### config.mk
export PLATFORM = sky130hd
export DESIGN_NAME = pyramid_dump_ctrl_flat
export DESIGN_NICKNAME = d
export VERILOG_FILES = /design/src/rtl/pyramid_pkg.sv /design/src/rtl/pyramid_dump_ctrl_if.sv /design/src/rtl/pyramid_scan_counter.sv /design/src/rtl/pyramid_dump_ctrl.sv /design/src/flat_wrapper.sv
export SDC_FILE = /design/constraint.sdc
export NUM_CORES = 1
export LEC_CHECK = 0
export CORE_MARGIN = 1.5
export CORE_UTILIZATION = 45
export DETAILED_ROUTE_END_ITERATION = 10
export PLACE_DENSITY = 0.87
export SLEW_MARGIN = 40
export SYNTH_ARGS = -nofsm -noshare
export SYNTH_HDL_FRONTEND = slang
export SYNTH_SLANG_ARGS = --single-unit
### constraint.sdc
create_clock -name clk_in -period 7.8 [get_ports clk_in]
set_input_delay 2.34 -clock clk_in [delete_from_list [all_inputs] [get_ports clk_in]]
set_output_delay 2.34 -clock clk_in [all_outputs]
set_load 0.01 [all_outputs]
### src/rtl/pyramid_pkg.sv
// -----------------------------------------------------------------------------
// pyramid_pkg
// Shared constants and types for the Gaussian-pyramid dump sequencer.
//   NUM_OCTAVES / NUM_LEVELS : pyramid geometry (3 x 3 = 9 BRAM banks)
//   HDR_MAGIC                : upper nibble of the per-image header byte
//   dump_state_t             : sequencer FSM states
//   bank_index()             : octave/level -> bank number (octave*3 + level)
// -----------------------------------------------------------------------------
package pyramid_pkg;

  localparam int         NUM_OCTAVES = 3;
  localparam int         NUM_LEVELS  = 3;
  localparam int         NUM_BANKS   = NUM_OCTAVES * NUM_LEVELS;
  localparam logic [3:0] HDR_MAGIC   = 4'hA;

  typedef enum logic [2:0] {
    ST_IDLE,
    ST_HEADER,
    ST_ISSUE,
    ST_WAIT1,
    ST_WAIT2,
    ST_SEND,
    ST_DONE
  } dump_state_t;

  function automatic logic [3:0] bank_index(input logic [1:0] octave,
                                            input logic [1:0] level);
    return 4'(octave) * 4'd3 + 4'(level);
  endfunction

endpackage

### src/rtl/pyramid_dump_ctrl_if.sv
// -----------------------------------------------------------------------------
// pyramid_dump_ctrl_if
// Bundles the BRAM read bus and the byte stream towards the UART sender.
//   read_addr_out  : shared read address to all nine banks
//   read_en_out    : one-hot bank read enable (bit = octave*3 + level)
//   bank_pixel_in  : flattened bank outputs, bank k at [k*BIT_DEPTH +: BIT_DEPTH]
//   tx_data_out    : byte to UART sender
//   tx_valid_out   : byte valid
//   tx_ready_in    : sender accepts byte when valid & ready at a rising edge
// master = the dump sequencer, slave = the BRAM/UART side.
// -----------------------------------------------------------------------------
interface pyramid_dump_ctrl_if #(
  parameter int BIT_DEPTH = 8,
  parameter int ADDR_W    = 12
);
  import pyramid_pkg::*;

  logic [ADDR_W-1:0]              read_addr_out;
  logic [NUM_BANKS-1:0]           read_en_out;
  logic [NUM_BANKS*BIT_DEPTH-1:0] bank_pixel_in;
  logic [7:0]                     tx_data_out;
  logic                           tx_valid_out;
  logic                           tx_ready_in;

  modport master (
    output read_addr_out, read_en_out, tx_data_out, tx_valid_out,
    input  bank_pixel_in, tx_ready_in
  );

  modport slave (
    input  read_addr_out, read_en_out, tx_data_out, tx_valid_out,
    output bank_pixel_in, tx_ready_in
  );

endinterface

### src/rtl/pyramid_scan_counter.sv
// -----------------------------------------------------------------------------
// pyramid_scan_counter
// Octave / level / pixel-address counters for the pyramid dump.
//   clk_in, rst_in   : clock, synchronous active-high reset
//   clear_in         : restart at octave 0, level 0, addr 0
//   advance_in       : step to the next pixel (wraps through levels/octaves)
//   octave_out       : current octave (0..2)
//   level_out        : current level (0..2)
//   addr_out         : current pixel address within the image
//   last_pixel_out   : addr is the final pixel of the current image
//   last_image_out   : current image is octave 2, level 2
// -----------------------------------------------------------------------------
module pyramid_scan_counter
  import pyramid_pkg::*;
#(
  parameter int TOP_WIDTH  = 64,
  parameter int TOP_HEIGHT = 64,
  parameter int ADDR_W     = $clog2(TOP_WIDTH * TOP_HEIGHT)
) (
  input  logic              clk_in,
  input  logic              rst_in,
  input  logic              clear_in,
  input  logic              advance_in,
  output logic [1:0]        octave_out,
  output logic [1:0]        level_out,
  output logic [ADDR_W-1:0] addr_out,
  output logic              last_pixel_out,
  output logic              last_image_out
);

  // Each octave halves both dimensions, so the image shrinks by 4x.
  localparam int SIZE0 = TOP_WIDTH * TOP_HEIGHT;
  localparam int SIZE1 = (TOP_WIDTH >> 1) * (TOP_HEIGHT >> 1);
  localparam int SIZE2 = (TOP_WIDTH >> 2) * (TOP_HEIGHT >> 2);
  localparam logic [ADDR_W-1:0] LAST0 = ADDR_W'(SIZE0 - 1);
  localparam logic [ADDR_W-1:0] LAST1 = ADDR_W'(SIZE1 - 1);
  localparam logic [ADDR_W-1:0] LAST2 = ADDR_W'(SIZE2 - 1);

  logic [1:0]        octave_q, octave_d;
  logic [1:0]        level_q, level_d;
  logic [ADDR_W-1:0] addr_q, addr_d;
  logic [ADDR_W-1:0] last_addr;

  always_comb begin
    // NOTE: every combinational output gets a default first, so no path
    // leaves a signal unassigned and no latch is inferred.
    last_addr = LAST0;
    case (octave_q)
      2'd1:    last_addr = LAST1;
      2'd2:    last_addr = LAST2;
      default: last_addr = LAST0;
    endcase
  end

  assign last_pixel_out = (addr_q == last_addr);
  assign last_image_out = (octave_q == 2'(NUM_OCTAVES - 1)) &&
                          (level_q  == 2'(NUM_LEVELS - 1));

  always_comb begin
    octave_d = octave_q;
    level_d  = level_q;
    addr_d   = addr_q;
    if (clear_in) begin
      octave_d = '0;
      level_d  = '0;
      addr_d   = '0;
    end else if (advance_in) begin
      if (!last_pixel_out) begin
        addr_d = addr_q + ADDR_W'(1);
      end else begin
        addr_d = '0;
        if (level_q != 2'(NUM_LEVELS - 1)) begin
          level_d = level_q + 2'd1;
        end else begin
          level_d = '0;
          // Wrap to octave 0 after the final image so a later dump starts clean.
          octave_d = last_image_out ? 2'd0 : octave_q + 2'd1;
        end
      end
    end
  end

  // NOTE: sequential state uses non-blocking assignments so every flop
  // samples pre-edge values regardless of statement order.
  always_ff @(posedge clk_in) begin
    if (rst_in) begin
      octave_q <= '0;
      level_q  <= '0;
      addr_q   <= '0;
    end else begin
      octave_q <= octave_d;
      level_q  <= level_d;
      addr_q   <= addr_d;
    end
  end

  assign octave_out = octave_q;
  assign level_out  = level_q;
  assign addr_out   = addr_q;

endmodule

### src/rtl/pyramid_dump_ctrl.sv
// -----------------------------------------------------------------------------
// pyramid_dump_ctrl
// Reads all nine pyramid BRAMs (octave-major, then level, then address) and
// streams the top 8 bits of each pixel as bytes to the UART sender.
//   clk_in    : clock
//   rst_in    : synchronous active-high reset; aborts a dump without done
//   start_in  : single-cycle pulse, starts a dump when idle
//   bus       : pyramid_dump_ctrl_if.master (BRAM read bus + byte stream)
//   busy_out  : high while a dump is in progress
//   done_out  : one-cycle pulse after the final byte is accepted
// Build option: define PYRAMID_DUMP_HEADER_EN to emit a header byte
// {4'hA, octave, level} before each image.
// -----------------------------------------------------------------------------
module pyramid_dump_ctrl
  import pyramid_pkg::*;
#(
  parameter int BIT_DEPTH  = 8,
  parameter int TOP_WIDTH  = 64,
  parameter int TOP_HEIGHT = 64,
  parameter int ADDR_W     = $clog2(TOP_WIDTH * TOP_HEIGHT)
) (
  input  logic                 clk_in,
  input  logic                 rst_in,
  input  logic                 start_in,
  pyramid_dump_ctrl_if.master  bus,
  output logic                 busy_out,
  output logic                 done_out
);

`ifdef PYRAMID_DUMP_HEADER_EN
  localparam dump_state_t IMAGE_ENTRY = ST_HEADER;
`else
  localparam dump_state_t IMAGE_ENTRY = ST_ISSUE;
`endif

  dump_state_t       state_q, state_d;
  logic [7:0]        tx_data_q, tx_data_d;
  logic              scan_clear, scan_advance;
  logic [1:0]        octave, level;
  logic [ADDR_W-1:0] addr;
  logic              last_pixel, last_image;
  logic [3:0]        bank_sel;
  logic [7:0]        bank_byte;

  pyramid_scan_counter #(
    .TOP_WIDTH  (TOP_WIDTH),
    .TOP_HEIGHT (TOP_HEIGHT),
    .ADDR_W     (ADDR_W)
  ) u_scan (
    .clk_in         (clk_in),
    .rst_in         (rst_in),
    .clear_in       (scan_clear),
    .advance_in     (scan_advance),
    .octave_out     (octave),
    .level_out      (level),
    .addr_out       (addr),
    .last_pixel_out (last_pixel),
    .last_image_out (last_image)
  );

  assign bank_sel           = bank_index(octave, level);
  assign bus.read_addr_out  = addr;

  // Constant-index mux keeps the byte select free of variable part-selects.
  always_comb begin
    bank_byte = 8'h00;
    for (int k = 0; k < NUM_BANKS; k++) begin
      if (bank_sel == 4'(k)) begin
        bank_byte = bus.bank_pixel_in[k*BIT_DEPTH + BIT_DEPTH - 8 +: 8];
      end
    end
  end

  always_comb begin
    state_d          = state_q;
    tx_data_d        = tx_data_q;
    scan_clear       = 1'b0;
    scan_advance     = 1'b0;
    bus.read_en_out  = '0;
    bus.tx_valid_out = 1'b0;
    bus.tx_data_out  = tx_data_q;
    busy_out         = (state_q != ST_IDLE) && (state_q != ST_DONE);
    done_out         = (state_q == ST_DONE);

    case (state_q)
      ST_IDLE: begin
        if (start_in) begin
          scan_clear = 1'b1;
          state_d    = IMAGE_ENTRY;
        end
      end
`ifdef PYRAMID_DUMP_HEADER_EN
      ST_HEADER: begin
        bus.tx_valid_out = 1'b1;
        bus.tx_data_out  = {HDR_MAGIC, octave, level};
        if (bus.tx_ready_in) state_d = ST_ISSUE;
      end
`endif
      ST_ISSUE: begin
        bus.read_en_out = NUM_BANKS'(1) << bank_sel;
        state_d         = ST_WAIT1;
      end
      ST_WAIT1: state_d = ST_WAIT2;
      ST_WAIT2: begin
        // Bank data for the ISSUE cycle arrives two cycles later, i.e. now.
        tx_data_d = bank_byte;
        state_d   = ST_SEND;
      end
      ST_SEND: begin
        bus.tx_valid_out = 1'b1;
        if (bus.tx_ready_in) begin
          scan_advance = 1'b1;
          if (last_pixel && last_image) state_d = ST_DONE;
          else if (last_pixel)          state_d = IMAGE_ENTRY;
          else                          state_d = ST_ISSUE;
        end
      end
      ST_DONE:  state_d = ST_IDLE;
      default:  state_d = ST_IDLE;
    endcase
  end

  always_ff @(posedge clk_in) begin
    if (rst_in) begin
      state_q   <= ST_IDLE;
      tx_data_q <= 8'h00;
    end else begin
      state_q   <= state_d;
      tx_data_q <= tx_data_d;
    end
  end

endmodule

### src/flat_wrapper.sv
// flat-port wrapper written by rule: the top's interface ports become plain ports
module pyramid_dump_ctrl_flat import pyramid_pkg::*;
#(
  parameter int BIT_DEPTH  = 8,
  parameter int TOP_WIDTH  = 64,
  parameter int TOP_HEIGHT = 64,
  parameter int ADDR_W     = $clog2(TOP_WIDTH * TOP_HEIGHT)
)
  (clk_in, rst_in, start_in, busy_out, done_out, bus_read_addr_out, bus_read_en_out, bus_tx_data_out, bus_tx_valid_out, bus_bank_pixel_in, bus_tx_ready_in);
  pyramid_dump_ctrl_if #(.BIT_DEPTH(BIT_DEPTH), .ADDR_W(ADDR_W)) bus_i ();
  input  logic clk_in;
  input  logic rst_in;
  input  logic start_in;
  output logic busy_out;
  output logic done_out;
  output wire logic [$bits(bus_i.read_addr_out)-1:0] bus_read_addr_out;
  output wire logic [$bits(bus_i.read_en_out)-1:0] bus_read_en_out;
  output wire logic [$bits(bus_i.tx_data_out)-1:0] bus_tx_data_out;
  output wire logic [$bits(bus_i.tx_valid_out)-1:0] bus_tx_valid_out;
  input wire logic [$bits(bus_i.bank_pixel_in)-1:0] bus_bank_pixel_in;
  input wire logic [$bits(bus_i.tx_ready_in)-1:0] bus_tx_ready_in;
  assign bus_read_addr_out = bus_i.read_addr_out;
  assign bus_read_en_out = bus_i.read_en_out;
  assign bus_tx_data_out = bus_i.tx_data_out;
  assign bus_tx_valid_out = bus_i.tx_valid_out;
  assign bus_i.bank_pixel_in = bus_bank_pixel_in;
  assign bus_i.tx_ready_in = bus_tx_ready_in;
  pyramid_dump_ctrl #(.BIT_DEPTH(BIT_DEPTH), .TOP_WIDTH(TOP_WIDTH), .TOP_HEIGHT(TOP_HEIGHT), .ADDR_W(ADDR_W)) u_core (.clk_in(clk_in), .rst_in(rst_in), .start_in(start_in), .bus(bus_i), .busy_out(busy_out), .done_out(done_out));
endmodule
---- After elaboration in Yosys (flattened, before gate mapping) ----
Index checks and enable logic that the tools add are counted.
Widths: inputs -> output; s select.
storage, ports and cells
  register bits after elaboration ......... 27
  output and inout bits ................... 32
  logic and storage cells ................. 66
operators by class
  add/sub/neg operators ................... 4
  $mul .................................... 1
  equality and inequality tests ........... 21
  shift operators ......................... 1
  mux-type cells .......................... 23
  bitwise logic cells ..................... 1
  reductions and logical operators ........ 10
operators by type and width
  kind                   count
  $mux 8                 9
  $pmux 12 s2            1
  $eq 4x3->1 const B     4
  $pmux 3 s5             1
  $add 12x1->12 const B  1
  $eq 12x12->1           1
  $mux 12                1
  $eq 3x3->1 const B     3
  $mux 3                 3
  $mux 9                 1
  $shl 1x4->9 const A    1
  $eq 4x2->1 const B     2
  $eq 3x2->1 const B     2
  $ne 2x2->1 const B     3
  $mux 1                 5
  $add 2x1->2 const B    2
  $add 4x2->4            1
  $eq 2x2->1 const B     2
  $eq 4x1->1 const B     1
  $eq 4x4->1 const B     1
  $logic_not 4->1        1
  $mul 2x2->4 const B    1
  $mux 2                 2
  $reduce_and 2->1       2
  other kinds (8)        10

---- Longest topological paths before layout ----
  depth in word-level cells ............... 12
  depth in mapped cells ................... 12
  mapped depth without buffers ............ 10

---- By module ----
From an unflattened synthesis, not the netlist that was laid out.
second synthesis, totals
  cell total of the unflattened synthesis .. 274
  area, all modules ....................... 2,250.9 um2
modules (own cells, without submodules)
  module                instances  cells each  area an instance (um2)  seq. area each (um2)
  pyramid_dump_ctrl     1          181         1,446.4                 220.2
  pyramid_scan_counter  1          93          804.5                   320.3

---- Worst setup path before layout ----
Ideal clock, no wire load.
  kind .................................... register to output
  start ................................... reg u_core.u_scan.level_q[1] (netlist: u_core.u_scan.level_out[1])
  end ..................................... out bus_read_en_out[8]
  arrival ................................. 2.421 ns
  data required time ...................... 5.460 ns
  setup slack ............................. 3.039 ns
  cell stages (with the launch flop) ...... 10
  path buffers ............................ 1
  path through ............................ dfxtp_1 > inv_1 > fa_1 > inv_1 > ha_1 > inv_1 > fa_1 > or4b_1 > clkbuf_1 > nor2_1
on the way
  longest elaborated chain between the ends .. 3
RTL lines
  item                      RTL line                    RTL
  start: declaration        pyramid_scan_counter.sv:40  logic [1:0] level_q, level_d;
  start signal: assignment  pyramid_scan_counter.sv:92  level_q <= level_d;
  $add 4x2->4               pyramid_pkg.sv:28           return 4'(octave) * 4'd3 + 4'(level);
  $shl 1x4->9               pyramid_dump_ctrl.sv:100    bus.read_en_out = NUM_BANKS'(1) << bank_sel;
  $mux 9                    pyramid_dump_ctrl.sv:85     case (state_q)
  end: declaration          flat_wrapper.sv:17          output wire logic [$bits(bus_i.read_en_out)-1:0] bus_read_en_out;
No other way between the ends.

---- Worst setup path in the final report ----
Same ends and word-level chain as after synthesis.

==> summary.md <==
| Metric | Value |
|---|---|
| Status | complete, no violations |
| CP endpoint | bus_read_en_out[8] |
| Prevailing post-synth register cell | dfxtp_1 |
| Skew-Pair Late Insertion Delay | 0.27 ns |
| # DRC | 0 |
| RSZ-0062 raised after global routing | no |
| Initial antenna violation count | 0 |
| Buf+Inv Stages, Crit Path | 4 |
| CTS buffer count | 3 |
| Power Dens Cells | 94.7 mW/mm2 |
| Reg2Reg Depth | 10 |
| Crit path depth | 9 |
| Final Skew | 0.00383 ns |
| Setup tns final | 0 ns |
| Synth top cells by count | a21oi_1 (30), nor2_1 (29), o21ai_0 (28) |
| WL final | 7180 um |
| Die Span Y | 74.1 um |
| Worst slew margin | 51.7% |
| CP Launch Point | u_core.u_scan.level_out[1]$_SDFFE_PP0P_ |
| Mapped cell area | 0.00228 mm2 |
| Worst reg2reg setup slack | 4.60 ns |
| Post-synthesis mux area share | 7.64% |
| Post-synth ARST share | 0% |
| Layout cell share with drive strength beyond 1 | 5.29% |
| Number of synthesized register bits | 27 |
| Layout area overhead | 49.7% |
| Yosys warning count | 0 |
| Wirelength per Cell | 15.5 um |
| Hold Path Class | register to register |
| Routed vias/inst | 5.72 |
| CTS sink cnt | 27 |
| Drt first pass iters | 5 |
| Final nets | 480 |
| Global route total overflow | 0 |
| Routed length on met2 | 3310 um |
| Vias in the first global route | 2314 |
| Non-Filler Instances | 464 |
| CP startpoint kind | register |
| 1st-iter DRT viols | 216 |
| Area fraction of the dominant cell type after synthesis | 23.7% |
| Number of H-tree levels | 1 |
| Number of synthesized flops with an enable pin | 0 |
| Post-Place Cells | 460 |
| Synth cell types | 47 |
| DRT met1 WL | 3280 um |
| Post-cts hold buffer count | 0 |
| Initial cell density of the core | 47.6% |
| Synth area leader | dfxtp_1 |
| Final hold vios | 0 |
| FF+latch area | 541 um2 |
| Top-count cell post-synth | a21oi_1 |
| Setup Fix Bufs, Post-CTS | 0 |
| I/O Buffers | 107 |
| Highest routed layer | met4 |
| Std cell rows | 25 |
| Worst-path cell chain | inv_1, fa_1, inv_1, ha_1, inv_1, fa_1, or4b_1, nor2_1, clkdlybuf4s50_1 |
| Synthesized net count | 386 |
| Lkg Pwr | 1.16 nW |
| CP max-delay cell | or4b_1 |
| Fmax | 0.168 GHz |
| Total power | 0.323 mW |
| WP data required | 5.46 ns |
| Maximum number of pins on one net before global-route repair | 55 |
| Post-CTS resize count | 0 |
| Root Driver | clkbuf_8 |
| Post-synthesis compound-gate area fraction | 26.2% |
| Worst path max stage delay | 0.79 ns |
| Total I/O pin count | 108 |
| Total of max-cap violations | 0 |
| Tot GR Track Use | 25.6% |
| Die W | 74.1 um |
| Tmin final | 5.95 ns |
| WS Path Type | register to output port |
| Synth Area per Inst | 7.49 um2 |
| RR Endpoint | u_core.bus.tx_data_out[2]$_SDFFE_PP0P_ |
| DP HPWL | 5870 um |
| WP data arrival | 3.61 ns |
| Ant. Diodes | 0 |
| First-pass GRT wire length | 11000 um |
| Worst-path clk slew | 0.10 ns |
| Ranking of synthesized cells by area | dfxtp_1 (24%), a21oi_1 (6.6%), mux2i_1 (6.2%) |
| Critical Path Most Common Cell | inv_1 |
| CTS max path bufs | 2 |
| Die area | 0.00550 mm2 |
| Xor/xnor cell area share of the yosys netlist | 3.85% |
| Layout fillers | 407 |
| ANT nets after route | 0 |
| Largest family of logic cells by synthesized area | simple AND/OR/NAND/NOR gates |
| Mapped Cells | 304 |
| TritonCTS clock tree | yes |
| Post-synthesis sequential area ratio | 23.7% |
| Crit. End Element | output port |
| Adder-cell share of the synthesized area | 3.96% |
| Final Wtd Congestion | 0.956 |
| Area occupied by multi-input gates | 0.00159 mm2 |
| Worst-margin pin slew | 0.723 ns |
| Cell family with most CP delay | adder cells |
| Peak supply drop | 67.4 uV |
| Via Count | 2652 |
| Synth Area in Simple Gates | 28.1% |
| Final setup violation count | 0 |
| Core Box Area | 0.00479 mm2 |
| Slew Viols, Final | 0 |
| DR WL met3 | 496 um |
| Crit share post-route | 76.3% |
| Reg2Reg Launch Point | u_core.u_scan.level_out[1]$_SDFFE_PP0P_ |
| Worst-path fanout max | 17 |
[routing by layer]
| metal | global-route usage [%] | up-vias |
|---|---|---|
| met5 | 0 | - |
| met4 | 6.17 | 0 |
| met3 | 2.30 | 10 |
| met2 | 40.5 | 130 |
| met1 | 37.4 | 1218 |
| li1 | - | 1294 |
[logic make-up after synthesis]
kind of cell	count (synthesis)
compound gates	95
xor+xnor	10
fa+ha+maj	6
buf+inv	35
flops	27
mux	16
simple gates	115
[power breakdown]
part | leakage (nW) | switching, mW | internal [mW] | total (mW)
sequential | 0.219 | 0.00890 | 0.143 | 0.152
clock | 0.0217 | 0.0445 | 0.0363 | 0.0808
combinational | 0.915 | 0.0331 | 0.0571 | 0.0902
total | 1.16 | 0.0866 | 0.236 | 0.323
[layout make-up]
cell class,instances,share of cell area [%]
inverter,15,1.65
timing repair buffer,109,31.9
tap,67,2.46
clock buffer,3,1.21
sequential,27,15.9
multi-input combinational,242,46.7
clock inverter,1,0.220
[how the worst min path moves through the flow]
stage	slack, ns	cells after the start	startpoint	endpoint
final	0.49	2	u_core.bus.tx_data_out[5]$_SDFFE_PP0P_	u_core.bus.tx_data_out[5]$_SDFFE_PP0P_
after global routing	0.51	2	u_core.bus.tx_data_out[5]$_SDFFE_PP0P_	u_core.bus.tx_data_out[5]$_SDFFE_PP0P_
after CTS	0.50	2	u_core.bus.tx_data_out[5]$_SDFFE_PP0P_	u_core.bus.tx_data_out[5]$_SDFFE_PP0P_
after detailed placement	0.48	2	u_core.bus.tx_data_out[5]$_SDFFE_PP0P_	u_core.bus.tx_data_out[5]$_SDFFE_PP0P_
after global placement	0.48	2	u_core.bus.tx_data_out[5]$_SDFFE_PP0P_	u_core.bus.tx_data_out[5]$_SDFFE_PP0P_
after floorplan	0.47	2	u_core.u_scan.octave_out[1]$_SDFFE_PP0P_	u_core.u_scan.octave_out[1]$_SDFFE_PP0P_
[flip-flops by register name, summed over array words and instances (netlist names)]
register,count
u_core.u_scan.addr_out,12
u_core.u_scan.octave_out,2
u_core.bus.tx_data_out,8
u_core.u_scan.level_out,2
u_core.state_q,3
[cell usage in the layout (no fill, tap or decap), drive strengths merged, types with 4 or more instances in the layout]
cell type	synthesis	layout
nand4	10	10
inv	15	15
xor2	6	6
xnor2	4	4
nor3	5	5
mux2i	14	14
or4	5	5
clkdlybuf4s50	0	107
ha	4	4
a21oi	30	30
dfxtp	27	27
a31o	7	7
a211oi	7	7
nand2	27	27
nor2	29	29
nand3b	7	7
o211ai	7	7
o21a	7	7
and3	4	4
o21ai	28	28
[per-stage QoR]
step / cell area, um2 / util (%) / hold WS (ns) / worst slack [ns]
after floorplan: 2280 / - / 0.466 / 3.04
after global placement: 3350 / 70.1 / 0.479 / 2.28
after detailed placement: 3350 / 70.1 / 0.484 / 2.19
after CTS: 3400 / 71.1 / 0.501 / 1.87
after global routing: 3410 / 71.2 / 0.511 / 1.67
final: 3410 / 71.2 / 0.494 / 1.85
[worst min-delay path: stages (launching register included)]
cell      delay (ns)
dfxtp_1         0.32
nand2_1         0.05
o211ai_1        0.08
Power figures use the tool's default switching activity.
